`config.mk`:
```
export PLATFORM = sky130hd
export DESIGN_NAME = pipe_ctrl
export DESIGN_NICKNAME = d
export VERILOG_FILES = /design/src/rtl/pipe_ctrl.sv
export SDC_FILE = /design/constraint.sdc
export NUM_CORES = 1
export LEC_CHECK = 0
export ABC_AREA = 0
export CORE_UTILIZATION = 40
export DETAILED_ROUTE_END_ITERATION = 10
export SLEW_MARGIN = 20
export SYNTH_ARGS = -nofsm -noshare
export SYNTH_HDL_FRONTEND = slang
export SYNTH_SLANG_ARGS = --single-unit
```
`constraint.sdc`:
```
create_clock -name i_clk -period 4 [get_ports i_clk]
set_input_delay 0.8 -clock i_clk [delete_from_list [all_inputs] [get_ports i_clk]]
set_output_delay 0.8 -clock i_clk [all_outputs]
set_load 0.02 [all_outputs]
```
`src/rtl/pipe_ctrl.sv`:
```
// -----------------------------------------------------------------------------
// pipe_ctrl
// Pipeline sequencer for the 5-stage core (IF/ID/EX/MA/WB). Sits beside the
// hazard/forwarding unit. It turns four inputs into per-stage register enables
// and bubble injects for the rest of the core:
//   - the unrecoverable data hazard flag
//   - EX-stage redirects
//   - fetch readiness
//   - data-memory busy
// It also keeps a saturating stall-cycle counter and a sticky data-memory
// timeout flag.
//
// Parameters
//   INIT_CYC  cycles spent flushing the pipeline after reset (>=1)
//   MEM_TOUT  consecutive MEMW busy cycles before o_mem_tout sets; 0 disables
//   CNT_W     stall counter width
//
// Ports
//   i_clk          core clock, single domain
//   i_rst          synchronous active-high reset
//   i_hz_data      ID instruction must wait on an unrecoverable data hazard
//   i_br_taken     EX-stage branch/jump taken (fetch redirect)
//   i_ic_rdy       fetch word valid this cycle
//   i_dc_busy      MA-stage data access not yet complete
//   o_ce_if..o_ce_wb  stage register enables
//   o_bub_id       load NOP into ID instead of the IF output
//   o_bub_ex       load NOP into EX instead of the ID output
//   o_redir_pend   redirect target must be held by fetch
//   o_stall_cnt    saturating count of non-INIT cycles with o_ce_if=0
//   o_mem_tout     sticky data-memory timeout
//
// State | meaning
// ------+---------------------------------------------------------------
// INIT  | flushing bubbles through ID..WB for INIT_CYC cycles after reset
// RUN   | normal issue; priority busy > branch > hazard > fetch miss
// MEMW  | waiting on the data memory; whole pipe frozen, timeout counting
// REDIR | redirect accepted by EX, waiting for fetch to deliver the target
// -----------------------------------------------------------------------------
module pipe_ctrl #(
    parameter int unsigned INIT_CYC = 3,
    parameter int unsigned MEM_TOUT = 1024,
    parameter int unsigned CNT_W    = 16
) (
    input  logic             i_clk,
    input  logic             i_rst,
    input  logic             i_hz_data,
    input  logic             i_br_taken,
    input  logic             i_ic_rdy,
    input  logic             i_dc_busy,
    output logic             o_ce_if,
    output logic             o_ce_id,
    output logic             o_ce_ex,
    output logic             o_ce_ma,
    output logic             o_ce_wb,
    output logic             o_bub_id,
    output logic             o_bub_ex,
    output logic             o_redir_pend,
    output logic [CNT_W-1:0] o_stall_cnt,
    output logic             o_mem_tout
);

    // Init counter loads INIT_CYC-1 and leaves INIT on the cycle it reads 0.
    localparam int unsigned INIT_LD  = (INIT_CYC == 0) ? 0 : INIT_CYC - 1;
    localparam int unsigned INIT_W   = (INIT_LD < 1) ? 1 : $clog2(INIT_LD + 1);
    localparam logic [INIT_W-1:0] INIT_LD_V = INIT_W'(INIT_LD);

    // Wait counter never needs to go past MEM_TOUT-1, where the flag sets.
    localparam int unsigned WAIT_LIM = (MEM_TOUT == 0) ? 0 : MEM_TOUT - 1;
    localparam int unsigned WAIT_W   = (WAIT_LIM < 1) ? 1 : $clog2(WAIT_LIM + 1);
    localparam logic [WAIT_W-1:0] WAIT_MAX = WAIT_W'(WAIT_LIM);

    typedef enum logic [1:0] {
        ST_INIT  = 2'd0,
        ST_RUN   = 2'd1,
        ST_MEMW  = 2'd2,
        ST_REDIR = 2'd3
    } state_t;

    state_t             state;
    state_t             state_nxt;
    logic [INIT_W-1:0]  init_cnt;
    logic [WAIT_W-1:0]  wait_cnt;
    logic [CNT_W-1:0]   stall_cnt;
    logic               mem_tout;

    logic               ce_if;
    logic               ce_id;
    logic               ce_ex;
    logic               ce_back;
    logic               bub_id;
    logic               bub_ex;
    logic               redir_pend;

    // Stage enables and bubbles. MA and WB share one enable so they can
    // never disagree.
    always_comb begin
        ce_if      = 1'b0;
        ce_id      = 1'b0;
        ce_ex      = 1'b0;
        ce_back    = 1'b0;
        bub_id     = 1'b0;
        bub_ex     = 1'b0;
        redir_pend = 1'b0;
        state_nxt  = state;

        case (state)
            ST_INIT: begin
                ce_id   = 1'b1;
                ce_ex   = 1'b1;
                ce_back = 1'b1;
                bub_id  = 1'b1;
                bub_ex  = 1'b1;
                if (init_cnt == '0) begin
                    state_nxt = ST_RUN;
                end
            end

            // MEMW with busy released behaves exactly like RUN, and RUN with
            // busy behaves like MEMW, so both share one decode.
            ST_RUN, ST_MEMW: begin
                if (i_dc_busy) begin
                    state_nxt = ST_MEMW;
                end else if (i_br_taken) begin
                    ce_if     = 1'b1;
                    ce_id     = 1'b1;
                    ce_ex     = 1'b1;
                    ce_back   = 1'b1;
                    bub_id    = 1'b1;
                    bub_ex    = 1'b1;
                    state_nxt = i_ic_rdy ? ST_RUN : ST_REDIR;
                end else if (i_hz_data) begin
                    ce_ex     = 1'b1;
                    ce_back   = 1'b1;
                    bub_ex    = 1'b1;
                    state_nxt = ST_RUN;
                end else if (!i_ic_rdy) begin
                    ce_id     = 1'b1;
                    ce_ex     = 1'b1;
                    ce_back   = 1'b1;
                    bub_id    = 1'b1;
                    state_nxt = ST_RUN;
                end else begin
                    ce_if     = 1'b1;
                    ce_id     = 1'b1;
                    ce_ex     = 1'b1;
                    ce_back   = 1'b1;
                    state_nxt = ST_RUN;
                end
            end

            // ID/EX only hold bubbles here, so branch and hazard are ignored.
            // A busy memory freezes the pipe but does not start timeout counting.
            ST_REDIR: begin
                redir_pend = 1'b1;
                if (i_dc_busy) begin
                    state_nxt = ST_REDIR;
                end else if (!i_ic_rdy) begin
                    ce_id   = 1'b1;
                    ce_ex   = 1'b1;
                    ce_back = 1'b1;
                    bub_id  = 1'b1;
                end else begin
                    ce_if     = 1'b1;
                    ce_id     = 1'b1;
                    ce_ex     = 1'b1;
                    ce_back   = 1'b1;
                    state_nxt = ST_RUN;
                end
            end

            default: begin
                state_nxt = ST_INIT;
            end
        endcase
    end

    always_ff @(posedge i_clk) begin
        if (i_rst) begin
            state     <= ST_INIT;
            init_cnt  <= INIT_LD_V;
            wait_cnt  <= '0;
            stall_cnt <= '0;
            mem_tout  <= 1'b0;
        end else begin
            state <= state_nxt;

            if (state == ST_INIT && init_cnt != '0) begin
                init_cnt <= init_cnt - INIT_W'(1);
            end

            if (state != ST_INIT && !ce_if && stall_cnt != '1) begin
                stall_cnt <= stall_cnt + CNT_W'(1);
            end

            // The flag sets on the MEMW busy cycle that finds the counter
            // already at MEM_TOUT-1, i.e. after the MEM_TOUT-th MEMW cycle.
            if (state == ST_MEMW && i_dc_busy) begin
                if (wait_cnt != WAIT_MAX) begin
                    wait_cnt <= wait_cnt + WAIT_W'(1);
                end
                if (MEM_TOUT != 0 && wait_cnt == WAIT_MAX) begin
                    mem_tout <= 1'b1;
                end
            end else begin
                wait_cnt <= '0;
            end
        end
    end

    assign o_ce_if      = ce_if;
    assign o_ce_id      = ce_id;
    assign o_ce_ex      = ce_ex;
    assign o_ce_ma      = ce_back;
    assign o_ce_wb      = ce_back;
    assign o_bub_id     = bub_id;
    assign o_bub_ex     = bub_ex;
    assign o_redir_pend = redir_pend;
    assign o_stall_cnt  = stall_cnt;
    assign o_mem_tout   = mem_tout;

endmodule

```
==> summary by stage, run 1 <==
Status
The run finished with clean final reports.

Floorplan
The floorplan step defined a die boundary enclosing 4680 µm². The boundary pin count is 31. The region available for standard cell placement spans 4120 µm². The initial utilization of the core area, before any placement, comes to 0.428. The die is 68.4 µm tall. The floorplan has 23 rows. The horizontal die dimension is 68.4 µm.

Clock network
CTS saw 31 sinks. The count of cells resized by post-cts repair is 0. The cell sitting at the root of the clock tree is a clkbuf_8. Buffers inserted during clock tree synthesis total 5. The longest clock path from root to sink contains 2 buffers.

The worst-skew pair later-pin latency is 0.29 ns. The clock tree synthesis step divided the H-tree into 2 levels. The number of buffers added to fix hold violations after cts is 0. After clock tree synthesis, the clock-pin slew on the worst setup and hold paths is 0.07 ns. TritonCTS built the clock tree. The buffers inserted during post-CTS setup optimization is 0.

Power
Summing internal, switching and leakage power gives 0.000987 W. In this run the power density over the cells is 459 nW/µm². The analysis attributes to cell leakage a power of 0.740 nW. The highest ir drop seen on vdd is 0.178 mV.

Routing
The detailed router placed 1602 vias in this run. Dividing the detail-routed wire length by the instance count gives 14.3 µm. In the routed design, unresolved DRC markers number 0. The wire length after detailed routing is 4090 µm.

The count of nets left with antenna violations after detail routing is 0. After detailed routing, the number of vias per cell comes to 5.62. The number of detailed-routing iterations run before antenna repair is 4. The iteration-0 DRC count of the detailed router is 66.

Min path
The path class of the lowest-slack min-delay path is reg -> reg.

Placed design
Buffers placed on the I/O ports in this run total 30. Routability-driven placement finished with a final weighted congestion of 0.749. The instance count after placement with tap cells included is 277. The detailed-placement wirelength estimate is 2900 µm.

GRT
For this run the aggregate overflow at the end of global routing stands at 0. For met2 alone, demand over resource in global routing was 0.335. The initial antenna violation count is 0. For this run, global-route usage on met1 was measured as 0.227.

The pin count of the biggest net entering global routing is 21. The number of global-route vias before repair was 1528. In the global route stage, overall resource usage came out at 0.199. In the global route stage, met3 resource usage came out at 0.0650. The first-pass GRT wire length is 6800 µm. After global routing, the most crowded layer is met2.

Layout
The number of diodes added for antenna fixing is 0. The post-route non-filler standard cell count is 285. The post-layout utilization of the core is 0.522.

The net count of the finished layout is 247. The relative area change from synthesis to final layout is 21.9%. In the final layout, the share of cells above drive strength 1 is 0.0766.

Critical path
Broken down by cell family, the worst path's largest delay share belongs to buffers and inverters. For the worst setup path, the data arrival time is 2.65 ns. The class of the most critical setup path is in -> out.

The required time of the critical path is 3.20 ns. The slowest library cell on the worst path is clkdlybuf4s50_1. Walking the worst path, the cells encountered are clkdlybuf4s50_1 > nor2b_1 > o21ai_0 > a211oi_1 > clkdlybuf4s50_1. The largest stage delay on the critical path is 0.65 ns. The kind of start point of the critical path is an input pin. The number of buffers and inverters on the critical path is 2.

The worst setup path is captured at an output pin. The maximum fanout along the worst path is 5. Among the stages of the critical path, the cell type that occurs most often is clkdlybuf4s50_1.

In this run the register-to-register setup slack is 1.90 ns.

STA
The max-slew violation count is 0. Setup total negative slack on the finished layout was measured at 0 ns. Setup repair after global routing left no endpoint under its margin. The final-report setup violation count is 0.

The worst clock skew is 0.00871 ns. At the pin with the least slew margin, the transition time is 0.702 ns. Timing would allow up to 0.290 GHz. In the finished design, the share of the clock period the worst path needs comes to 0.864. The worst pin sits at a relative slew slack of 0.531. The number of failing hold endpoints at the final stage is 0. The final critical path time including I/O delays and setup is 3.45 ns.

On the final layout, the worst hold slack is 0.476 ns.

Synth
Of the total synthesized cell area, the portion taken by XOR and XNOR cells is 0.0348. The average instance in the mapped netlist occupies 8.56 µm². The number of enable flip-flop cells after synthesis is 0. Counting distinct cell types in the post-synthesis netlist gives 45. After synthesis, the share of cell area in mux cells is 0. By area, the combinational part of the netlist is dominated by simple AND/OR/NAND/NOR gates. The fraction of synthesis flops using an asynchronous set or reset pin is 0.

The adder-cell area share of the yosys netlist is 0.0497. The share of synthesized area occupied by flip-flops and latches is 0.352. The synthesized instance count is 206. The complex-gate fraction of the synthesized area came to 0.181. The top flip-flop cell by instance count after synthesis is dfxtp_1. The number of warnings printed during yosys synthesis is 0. The mapped netlist covers 1760 µm².

The net count after synthesis is 219. Of the total synthesized cell area, the portion taken by AND, OR, NAND and NOR gates is 0.304. After synthesis the netlist holds a flip-flop and latch count of 31.

Run
Across the run, the number of max-cap violations was 0.
-- per-layer routing --
layer  up-vias  share of wire
met3         9          0.036
met5         -              0
li1        806              -
met2        36           0.48
met4         0          0.023
met1       751           0.46
-- synthesized netlist by cell type (2+ instances only) --
cell type / instances / area (µm²)
nor2_1: 22 / 82.6
a21oi_1: 18 / 90.1
nand3b_1: 3 / 22.5
nor2b_1: 2 / 12.5
and3_1: 4 / 25.0
nand4_1: 8 / 50.1
ha_1: 7 / 87.6
and2_1: 6 / 37.5
nand2_1: 12 / 45.0
o31ai_1: 8 / 60.1
and4_1: 3 / 26.3
buf_4: 2 / 15.0
nor3_1: 3 / 15.0
or4_1: 9 / 67.6
o21ai_0: 8 / 40.0
o21bai_1: 2 / 15.0
inv_1: 9 / 33.8
nand3_1: 8 / 40.0
buf_6: 5 / 56.3
xnor2_1: 3 / 26.3
clkbuf_8: 2 / 27.5
nand2b_1: 4 / 25.0
dfxtp_1: 31 / 621
a211oi_1: 3 / 22.5
xor2_1: 4 / 35.0
-- sequential cells by signal, summed over array words and instances, names as in the netlist --
register	cells
state	2
init_cnt	2
wait_cnt	10
o_stall_cnt	16
o_mem_tout	1
-- worst register-to-register path, cell delays in order (launching register included) --
cell	delay [ns]
dfxtp_1	0.36
inv_1	0.09
ha_1	0.38
nand2b_4	0.11
o21bai_4	0.13
nand2_2	0.23
or4_1	0.56
a21oi_1	0.15
-- cells by family (layout without fill, tap and decap cells) --
kind of cell             count (synthesis)  in the layout
AND/OR/NAND/NOR                         94             94
AO/OA/AOI/OAI                           48             48
flip-flops                              31             31
buffers and inverters                   19             48
adder cells (fa/ha/maj)                  7              7
XOR/XNOR                                 7              7
-- through the flow --
stage          setup WS, ns  instance area [µm²]
2_1_floorplan          1.49                 1760
3_3_place_gp          0.615                 2030
3_5_place_dp          0.570                 2030
4_1_cts               0.562                 2150
5_1_grt               0.454                 2150
6_report              0.546                 2150
-- cell usage in the layout, fill, tap and decap left out, types with 3 or more instances in the layout --
| cell type | n |
|---|---|
| inv_1 | 9 |
| and2_1 | 6 |
| nand3_1 | 8 |
| clkdlybuf4s50_1 | 30 |
| or4_1 | 9 |
| and4_1 | 3 |
| nand4_1 | 8 |
| clkbuf_8 | 6 |
| nor2_1 | 21 |
| dfxtp_1 | 31 |
| o31ai_1 | 8 |
| o21ai_0 | 8 |
| a211oi_1 | 3 |
| xor2_1 | 4 |
| xnor2_1 | 3 |
| nand3b_1 | 3 |
| nand2_1 | 12 |
| ha_1 | 7 |
| nand2b_1 | 4 |
| and3_1 | 4 |
| a21oi_1 | 18 |
| nor3_1 | 3 |
-- where the power goes --
group	total [W]	switching [W]	internal, W
clock	0.000325	0.000123	0.000201
combinational	0.000317	0.000184	0.000133
sequential	0.000346	0.0000159	0.000330
total	0.000987	0.000323	0.000664
-- path summary, 6_finish.rpt --
check | to | startpoint | cells past startpoint
min | wait_cnt[1] | wait_cnt[1] | 2
min reg2reg | wait_cnt[1] | wait_cnt[1] | 2
max | o_ce_if | i_ic_rdy | 5
max reg2reg | o_stall_cnt[11] | state[0] | 7
-- final cells by class --
type	count	area [µm²]
Clock buffer	6	82.6
Clock inverter	2	35.0
Fill cell	391	1970
Inverter	9	33.8
Multi-Input combinational cell	156	1010
Sequential cell	31	621
Tap cell	50	62.6
Timing Repair Buffer	31	308
Power figures use the tool's default switching activity.
==> run 2: changes to the inputs <==
--- a/config.mk
+++ b/config.mk
@@ -9,5 +9,5 @@
 export CORE_UTILIZATION = 40
 export DETAILED_ROUTE_END_ITERATION = 10
-export SLEW_MARGIN = 20
+export SETUP_SLACK_MARGIN = 0.3
 export SYNTH_ARGS = -nofsm -noshare
 export SYNTH_HDL_FRONTEND = slang
==> constraint.sdc (replaced) <==
create_clock -name i_clk -period 4 [get_ports i_clk]
set_input_delay 0.8 -clock i_clk [delete_from_list [all_inputs] [get_ports i_clk]]
set_output_delay 0.8 -clock i_clk [all_outputs]
set_load 0.005 [all_outputs]
==> run 2 against run 1 <==
Largest power group unchanged. Critical endpoint unchanged. Worst setup slack better by 0.11 ns. Register-to-register slack worse by 0.11 ns. Core utilization down 0.061 points. Critical path type unchanged. Final cell count unchanged.
==> summary by stage, run 2 (synthesis gave the netlist of run 1 again) <==
Status
The run finished with clean final reports.

Routing
Once detail routing completed, the nets flagged for antenna violations numbered 0. The DRC violation count after routing is 0. After detailed routing, the average wire length per cell comes to 14.3 µm. The post-detailed-route via-to-cell ratio is 5.63.

Wires add up to 4060 µm. The number of detailed-routing iterations run before antenna repair is 4. The first routing iteration left 102 violations. Detailed routing inserted a total of 1605 vias.

Floorplan
The initial utilization of the core area, before any placement, comes to 0.428. The floorplan step set the die width to 68.4 µm. Row generation in the floorplan step produced 23 rows.

The standard cell core area is 4120 µm². From bottom edge to top edge, the die measures 68.4 µm. The floorplan step defined a die boundary enclosing 4680 µm².

The boundary pin count is 31.

STA
Once routing completed, OpenROAD measured the worst setup slack at 0.653 ns. In this run the tightest slew margin relative to its limit is 0.249. At the pin with the least slew margin, the transition time is 1.12 ns. The max-slew violation count was 0. The fraction of the cycle the final worst path needs is 0.837. The final hold slack is 0.471 ns. Setup repair after global routing left no endpoint under its margin. The number of failing hold endpoints at the final stage is 0.

The final critical path time including I/O delays and setup is 3.35 ns. The setup TNS after final layout is 0 ns. The clock arrives with 0.00787 ns of skew. Based on the critical path, the design can be clocked at up to 0.299 GHz.

The final-report setup violation count is 0.

Layout
After the last flow step, the layout net total stands at 247. The register with the most flip-flops in the layout has 16 of them. In the final layout, the share of cells above drive strength 1 is 0.0723.

The final design area excluding fillers is 2150 µm². The post-layout utilization of the core is 0.522. Relative to the synthesized area, the layout overhead comes to 21.8%. The number of diodes added for antenna fixing is 0.

Leaving out fill and tap cells, the most frequent cell in the layout is dfxtp_1. In the layout the commonest cells are 31 x dfxtp_1, 30 x clkdlybuf4s50_1, 22 x nor2_1.

Min path
The count of cells along the worst hold path is 2. The startpoint identified for the worst hold timing path is o_mem_tout. In this run the worst hold path is classified as reg -> reg. For hold timing, the worst endpoint is o_mem_tout.

Critical path
The flop-to-flop setup slack is 1.79 ns. At the worst endpoint, the required time is 3.20 ns. The worst register-to-register path ends at o_stall_cnt[3].

STA puts the critical path data arrival time at 2.55 ns. The critical path in this run is classified as in -> out. Counting cells, the worst reg-to-reg path comes to 6.

The worst setup path is captured at an output pin. The kind of start point of the critical path is an input pin. In this run the worst path has a maximum fanout of 5. The origin of the critical flop-to-flop path is o_stall_cnt[0].

Placed design
The congestion estimate from routability-driven global placement came to 0.753. The worst setup timing slack at the placement stage is 0.683 ns. The count of buffers from port buffering is 30. The area of placed instances is 2030 µm². The detailed-placement wirelength estimate is 2880 µm.

Clock network
The number of H-tree levels is 2. The library cell used as clock root buffer is clkbuf_8. The clock tree from TritonCTS is built.

Buffers inserted to repair hold after CTS numbered 0. At the later pin of the worst-skew pair, clock insertion delay measures 0.28 ns. In this run the post-CTS setup repair buffer count came out at 0.

The number of clock buffers added by TritonCTS is 5. In this run, post-CTS repair resized a total of 0 instances. The count of clock tree sinks is 31. After clock tree synthesis, the clock-pin slew on the worst setup and hold paths is 0.07 ns. In this run the deepest clock path goes through 2 buffers.

Power
The leakage power total is 0.740 nW. The power per standard cell area is 441 nW/µm². Across the VDD grid, the largest voltage drop is 0.196 mV.

GRT
The initial antenna violation count is 0. The number of global-route vias before repair was 1546. Entering global routing, the biggest net connects 21 pins. The first-pass GRT wire length is 6780 µm.

The global-route congestion overflow total is 0. For this run, the total global-route usage over all layers was measured as 0.195.

Run
The count of maximum capacitance violations is 0.
run 2: cell counts in the layout (fill, tap and decap cells not counted):
Identical to the previous run, type by type.
run 2: area by class of cell:
type | instances | area, µm²
clock buffers | 6 | 82.6
clock inverters | 2 | 35.0
fillers | 395 | 1970
inverters | 9 | 33.8
multi-input cells | 156 | 1000
flip-flops and latches | 31 | 621
well taps | 50 | 62.6
repair buffers | 31 | 308
run 2: worst max-delay path by stage:
stage,startpoint,slack [ns],cells after the start,end
4_1_cts,i_ic_rdy,0.67,5,o_ce_if
3_5_place_dp,i_ic_rdy,0.68,5,o_ce_if
2_1_floorplan,i_ic_rdy,1.81,3,o_ce_if
5_1_grt,i_ic_rdy,0.57,5,o_ce_if
3_3_place_gp,i_ic_rdy,0.72,5,o_ce_if
6_report,i_ic_rdy,0.65,5,o_ce_if
run 2: critical path, stage by stage:
cell and delay [ns]:
clkdlybuf4s50_1 0.53, nor2b_1 0.29, o21ai_0 0.12, a211oi_1 0.26, clkdlybuf4s50_1 0.55
run 2: power by group:
group | internal [W] | switching [W] | total, W
Clock | 0.000202 | 0.000121 | 0.000322
Combinational | 0.000132 | 0.000146 | 0.000278
Sequential | 0.000330 | 0.0000163 | 0.000346
run 2: metal layers:
metal / vias to the layer above / wire length, µm / track usage
met3: 6 / 113 / 0.0433
met1: 761 / 1840 / 0.225
met4: 0 / 46 / 0.0729
li1: 810 / - / -
met2: 28 / 2060 / 0.346
met5: - / 0 / 0
run 2: metrics by stage:
| stage | instances | total power [W] |
|---|---|---|
| floorplan | 206 | 0.000542 |
| global placement | 277 | 0.000620 |
| detailed placement | 277 | 0.000630 |
| CTS | 285 | 0.000956 |
| global route | 285 | 0.00100 |
| finish | 285 | 0.000946 |
